## config.mk

```make
export PLATFORM = sky130hd
export DESIGN_NAME = wb_select_stage
export DESIGN_NICKNAME = d
export VERILOG_FILES = /design/src/rtl/wb_pkg.sv /design/src/rtl/wb_select_stage.sv
export SDC_FILE = /design/constraint.sdc
export NUM_CORES = 1
export LEC_CHECK = 0
export CAP_MARGIN = 20
export CORE_AREA = 2 2 109 111
export DETAILED_ROUTE_END_ITERATION = 8
export DIE_AREA = 0 0 111 113
export DONT_BUFFER_PORTS = 1
export GPL_TIMING_DRIVEN = 0
export PLACE_DENSITY = 0.47
export SYNTH_ARGS = -nofsm -noshare
export SYNTH_HDL_FRONTEND = slang
export SYNTH_SLANG_ARGS = --single-unit
```

## constraint.sdc

```tcl
create_clock -name clock -period 2.1 [get_ports clock]
set_input_delay 0.42 -clock clock [delete_from_list [all_inputs] [get_ports clock]]
set_output_delay 0.42 -clock clock [all_outputs]
set_load 0.01 [all_outputs]
```

## src/rtl/wb_pkg.sv

```systemverilog
// wb_pkg: shared source indices, state encoding and default parameters for the write-back stage
package wb_pkg;
  localparam int SRC_ULA   = 0;
  localparam int SRC_MEM   = 1;
  localparam int SRC_INPUT = 2;
  localparam int SRC_HD    = 3;
  localparam int SRC_PC    = 4;
  localparam int WB_DATA_W      = 32;
  localparam int WB_NUM_SRC     = 5;
  localparam int WB_SEL_W       = 3;
  localparam int WB_DEST_W      = 5;
  localparam int WB_DEFAULT_SRC = SRC_PC;
  localparam int WB_TIMEOUT     = 255;
  typedef enum logic {IDLE = 1'b0, WAIT = 1'b1} wb_state_t;
endpackage

```

## src/rtl/wb_select_stage.sv

```systemverilog
// wb_select_stage: registered write-back source selector with stall on slow sources and timeout abort
module wb_select_stage
  import wb_pkg::*;
#(
  parameter int DATA_W      = WB_DATA_W,
  parameter int NUM_SRC     = WB_NUM_SRC,
  parameter int SEL_W       = WB_SEL_W,
  parameter int DEST_W      = WB_DEST_W,
  parameter int DEFAULT_SRC = WB_DEFAULT_SRC,
  parameter int TIMEOUT     = WB_TIMEOUT
) (
  input  logic                      clock,
  input  logic                      reset,
  input  logic [NUM_SRC*DATA_W-1:0] dado_src,
  input  logic [NUM_SRC-1:0]        src_valid,
  input  logic [SEL_W-1:0]          controle,
  input  logic                      req,
  input  logic [DEST_W-1:0]         reg_dest,
  input  logic                      erro_clr,
  output logic [DATA_W-1:0]         saida,
  output logic [DEST_W-1:0]         reg_dest_out,
  output logic                      escreve,
  output logic                      ocupado,
  output logic                      erro
);
  localparam int CW = (TIMEOUT == 0) ? 1 : $clog2(TIMEOUT + 1);
  wb_state_t state, state_n;
  logic [SEL_W-1:0] sel, sel_q, src;
  logic [CW-1:0] cnt;
  logic load, start, abort;
  assign sel = (int'(controle) < NUM_SRC) ? controle : SEL_W'(DEFAULT_SRC);
  // decide this cycle's action: immediate write, enter wait, finish wait, or abort
  always_comb begin
    state_n = state;
    load = 1'b0;
    start = 1'b0;
    abort = 1'b0;
    src = (state == WAIT) ? sel_q : sel;
    if (state == IDLE) begin
      if (req && src_valid[sel]) load = 1'b1;
      else if (req) begin
        start = 1'b1;
        state_n = WAIT;
      end
    end else if (src_valid[sel_q]) begin
      load = 1'b1;
      state_n = IDLE;
    end else if (TIMEOUT != 0 && cnt == CW'(TIMEOUT - 1)) begin
      abort = 1'b1;
      state_n = IDLE;
    end
  end
  // state register
  always_ff @(posedge clock or negedge reset)
    if (!reset) state <= IDLE;
    else state <= state_n;
  // output, latch and timeout-counter registers
  always_ff @(posedge clock or negedge reset)
    if (!reset) begin
      saida <= '0;
      reg_dest_out <= '0;
      escreve <= 1'b0;
      ocupado <= 1'b0;
      erro <= 1'b0;
      cnt <= '0;
      sel_q <= '0;
    end else begin
      escreve <= load;
      ocupado <= (state_n == WAIT);
      erro <= abort | (erro & ~erro_clr);
      if (load) saida <= dado_src[int'(src)*DATA_W +: DATA_W];
      if (state == IDLE && req) reg_dest_out <= reg_dest;
      if (start) sel_q <= sel;
      cnt <= start ? '0 : (state == WAIT && !load && !abort && TIMEOUT != 0) ? cnt + 1'b1 : cnt;
    end
endmodule
```

Word-level counts from Yosys, hierarchy flattened:

Cells that the tools add are included.

* bits in registers: 51
* latch bits: 0
* memory bits (writable): 0
* bits in read-only memories: 0
* output and inout bits: 40
* memories: 0

* $add $sub $neg: 1
* multiply operators: 0
* div/mod/pow operators: 0
* order comparisons: 3
* equality and inequality tests: 1
* shift operators: 1
* muxes and demuxes: 20
* bitwise operators: 4
* reductions and logical operators: 7

Operators by type and width (count)
* variable part select 160 x 9 -> 32 bit: 1
* two-way mux 8 bit: 2
* two-way mux 1 bit: 14
* adder 8 x 1 -> 8 bit (second input constant): 1
* == test 8 bit (second input constant): 1
* less-than comparator 3 x 4 -> 1 bit (second input constant): 2
* binary-select mux 1 bit (select 3 bit): 2
* two-way mux 3 bit: 2
* logical AND 1 bit: 4
* less-than comparator 3 bit (second input constant): 1
* logical NOT 1 bit: 2
* NOT 1 bit: 2
* nonzero test 2 bit: 1
* AND 1 bit: 1
* bitwise OR 1 bit: 1

Logic depth before layout (Yosys ltp):

* word-level depth: 12
* depth in mapped cells: 8
* depth with buffers taken out: 6

Least setup slack after synthesis:

No wires, ideal clock.

* path type: flip-flop to flip-flop
* from: register, netlist name ocupado
* to: register saida[15]
* data arrival time: 1727 ps
* slack: 223 ps
* stages on the path, launching flop included: 9
* buffers on the path: 4
* cell sequence: dfrtp_1 -> buf_2 -> or3b_1 -> clkbuf_1 -> buf_2 -> clkbuf_1 -> and3_1 -> o21ai_1 -> a41oi_1

RTL lines
* to (signal assigned): line wb_select_stage.sv:71 `if (load) saida <= dado_src[int'(src)*DATA_W +: DATA_W];`
* to (decl): line wb_select_stage.sv:20 `output logic [DATA_W-1:0] saida,`

==> summary.md <==
| Metric | Value |
|---|---|
| Syn Area/Cell | around 8 um^2 |
| # DRC | 0 |
| Antenna-violating nets left | 0 |
| Later-pin clock latency in the skew report | 0.30 ns |
| Number of synthesized register bits | 51 |
| Cell breakdown of the critical path | buf_6 -> or3b_4 -> clkbuf_1 -> a21boi_1 -> o21ai_0 -> a41oi_1 |
| Max Fclk | 487.7 MHz |
| Detailed Place HPWL | between 10 and 15 mm |
| Detailed-route wire length per cell | roughly 25 um |
| Number of synthesized flops with an enable pin | 0 |
| Critical path fanouts, max | 10 |
| Path category of the worst min-delay check | input pin to register |
| Remaining global-route overflow | 0 |
| Number of buffers inserted during clock tree synthesis | 5 |
| Kind of start point of the critical path | register |
| RSZ-0062 raised after global routing | no |
| Library cell contributing the largest single delay on the critical path | or3b_4 |
| Share of final-layout standard cells stronger than drive strength 1 | approximately 14% |
| Width of the die | between 100 and 150 um |
| Largest delay share family, worst path | compound AO/OA/AOI/OAI gates |
| Crit path time final | ~2.1 ns |
| Worst Setup Path Type | register to register |
| Global-route wire length before repair | 23.98 mm |
| Layout Nets | approximately 670 |
| Number of input and output port buffers inserted | 0 |
| Area added between synthesis and finish | 14.52% |
| Number of non-filler instances in the completed layout | between 600 and 700 |
| Worst path required time | about 2.3 ns |
| Flop-to-flop setup slack | between 0.04 and 0.05 ns |
| Maximum number of pins on one net before global-route repair | 52 |
| H-Tree Depth | 2 |
| # setup viols final | 0 |
| Share of the yosys chip area belonging to registers | approximately 33% |
| Headroom to the max-slew limit | between 40 and 50% |
| Worst r2r src | ocupado$_DFF_PN0_ |
| Clock buffer depth | 2 |
| Beginning of the critical path | ocupado$_DFF_PN0_ |
| Number of unique standard cell types used by synthesis | between 40 and 50 |
| Sum of negative setup slack | 0 ns |
| Arrival time at the worst endpoint | between 2 and 2.5 ns |
| Number of pins exceeding their max-slew limit in the final report | 0 |
| Router iterations before antenna repair | 4 |
| Area taken by flip-flops and latches | 1277 um^2 |
| Number of failing hold endpoints at the final stage | 0 |
| Clock transition at the registers of the reported paths | 0.07 ns |
| Post-route total power | ~5.8 mW |
| Area taken by multi-input logic gates | between 2000 and 2500 um^2 |
| Via count of the first global-routing pass | ~4.1k |
| Overall routing resource usage | approximately a quarter |
| Largest stage delay on the critical path | 0.47 ns |
| Standard-cell row count | 39 |
| Max rail drop VDD | 483.0 uV |
| Die outline area | 12540 um^2 |
| Placed cells | 619 |
| Sum of routed wire length over all layers | ~16 mm |
| Clk Tree Root Cell | clkbuf_16 |
| Total number of yosys warnings | 0 |
| Power density normalized to cell area | ~1300 nW/um^2 |
| Run status | completed |
| Leading post-synthesis cells by cell area | dfrtp_1, a311oi_1, a41oi_1 |
| Gate Count Post-Synth | between 400 and 500 |
| Most frequently used cell type in the post-synthesis netlist | o21ai_0 |
| Maxcap violations | 0 |
| Clock Sinks | 51 |
| Routability-driven placement congestion ratio | about 0.8 |
| Final clock period utilization by the worst path | between 90% and 100% |
| Vias | 4031 |
| Critical Path End | saida[11]$_DFFE_PN0P_ |
| Leakage | 1.709 nW |
| Violation count after the first detailed-routing iteration | 225 |
| Util after Layout | 39.65% |
| CTS tree | yes |
| Post-detailed-placement cell area | between 4000 and 5000 um^2 |
| Area fraction of the dominant cell type after synthesis | approximately a third |
| Most common flop cell mapped by yosys | dfrtp_1 |
| Initial core utilization | between 30 and 40% |
| Buffer and inverter count on the worst path | 2 |
| Initial antenna violation count | 2 |
| Total core area | around 11000 um^2 |
| Worst-case clock skew | approximately 0.0064 ns |
| Post-Syn Area | roughly 4000 um^2 |
| Vias per cell | 6.378 |
| Nature of the critical path endpoint | register |
| Cell types with the highest counts after synthesis | o21ai_0, clkbuf_1, dfrtp_1 |
| Number of cells on the critical path | 6 |
| Transition time at the pin with the least slew margin | 0.8763 ns |
| Top-Level Pins | 217 |
| Post-Synthesis Net Count | 655 |
| Floorplan die height | about 110 um |
| Share of synthesized registers carrying an async set or reset | 100.0% |
| Finished layout cell area | 4469 um^2 |
| Number of filler cells placed in the layout | 1157 |
| Number of cells traversed by the worst register-to-register path | 6 |
| Cell taking the most area after synthesis | dfrtp_1 |
| Reg-to-reg endpoint | saida[11]$_DFFE_PN0P_ |
-- cell type report --
cell class	count	share of cell area [%]
tap	143	4.003
buffer	56	6.299
sequential	51	28.58
clock inverter	2	0.7839
antenna	2	0.1120
multi-input combinational	363	55.52
timing repair buffer	4	1.176
inverter	5	0.4199
clock buffer	6	3.107
-- what timing repair did --
item	4_1_cts	5_1_grt
endpoints found under the hold margin	51	0
hold buffers	2	0
resized for setup	40	38
endpoints found under the setup margin	33	42
setup buffers	0	2
pin swaps	0	3
-- through the flow --
step	hold slack (ns)	setup WS (ns)
2_1_floorplan	0.1244	0.2235
3_3_place_gp	0.1266	-0.4825
3_5_place_dp	0.1267	-0.5124
4_1_cts	0.2107	0.001100
5_1_grt	0.2065	0.0003222
6_report	0.2148	0.04972
-- how the worst min path moves through the flow --
stage	start	end	slack, ns	cells after the start
after floorplan	reset	cnt[0]$_DFFE_PN0P_	0.12	0
after detailed placement	reset	cnt[5]$_DFFE_PN0P_	0.13	0
final	erro_clr	erro$_DFF_PN0_	0.21	1
after global routing	erro_clr	erro$_DFF_PN0_	0.21	1
after global placement	reset	cnt[5]$_DFFE_PN0P_	0.13	0
after CTS	erro_clr	erro$_DFF_PN0_	0.21	1
-- power breakdown --
part	total [mW]	internal (mW)	switching, mW
sequential	2.00	1.42	0.583
clock	1.00	0.595	0.405
combinational	2.75	1.10	1.65
-- layer usage --
metal / part of all wire [%] / vias up / global-route usage (%)
met5: 0 / - / 0
met4: 2.0 / 0 / 7.583
met3: 7.0 / 25 / 6.160
met2: 49 / 194 / 41.80
met1: 42 / 1935 / 30.34
li1: - / 1877 / -
-- cells by family after synthesis --
group	Yosys count	share of synthesized area, %
multiplexers	10	3.110
buffers and inverters	62	6.059
flip-flops	51	32.70
adder cells (fa/ha/maj)	2	0.6411
AO/OA/AOI/OAI	220	39.85
AND/OR/NAND/NOR	131	17.63
-- sequential cells by signal (all words and copies together) (netlist names) --
name	flops
cnt	8
erro	1
escreve	1
ocupado	1
reg_dest_out	5
saida	32
sel_q	3
-- cell usage in the layout, fill, tap and decap left out, types with 2 or more instances in the layout --
cell type,netlist,layout
o21ai_0,53,51
dfrtp_1,51,50
nand2_1,39,38
nand3_1,34,34
a21o_1,33,33
and3_1,33,33
a311oi_1,32,30
a41oi_1,32,30
a21boi_0,30,27
clkbuf_2,0,25
clkbuf_1,52,18
o21ai_1,13,13
a21oi_1,8,8
o31ai_1,6,6
a21boi_1,3,6
buf_2,3,5
or4_1,5,5
mux2_2,5,5
clkbuf_16,0,5
inv_1,4,4
clkbuf_4,0,4
nor2b_1,3,3
buf_4,0,3
nand4_1,3,3
or3_1,3,3
diode_2,0,2
buf_6,0,2
nor2_1,2,2
nand2b_1,2,2
mux2i_1,2,2
o21ai_2,0,2
a41oi_2,0,2
a311oi_2,0,2
mux2_1,2,2
ha_1,2,2
(Power assumes the default switching activity.)
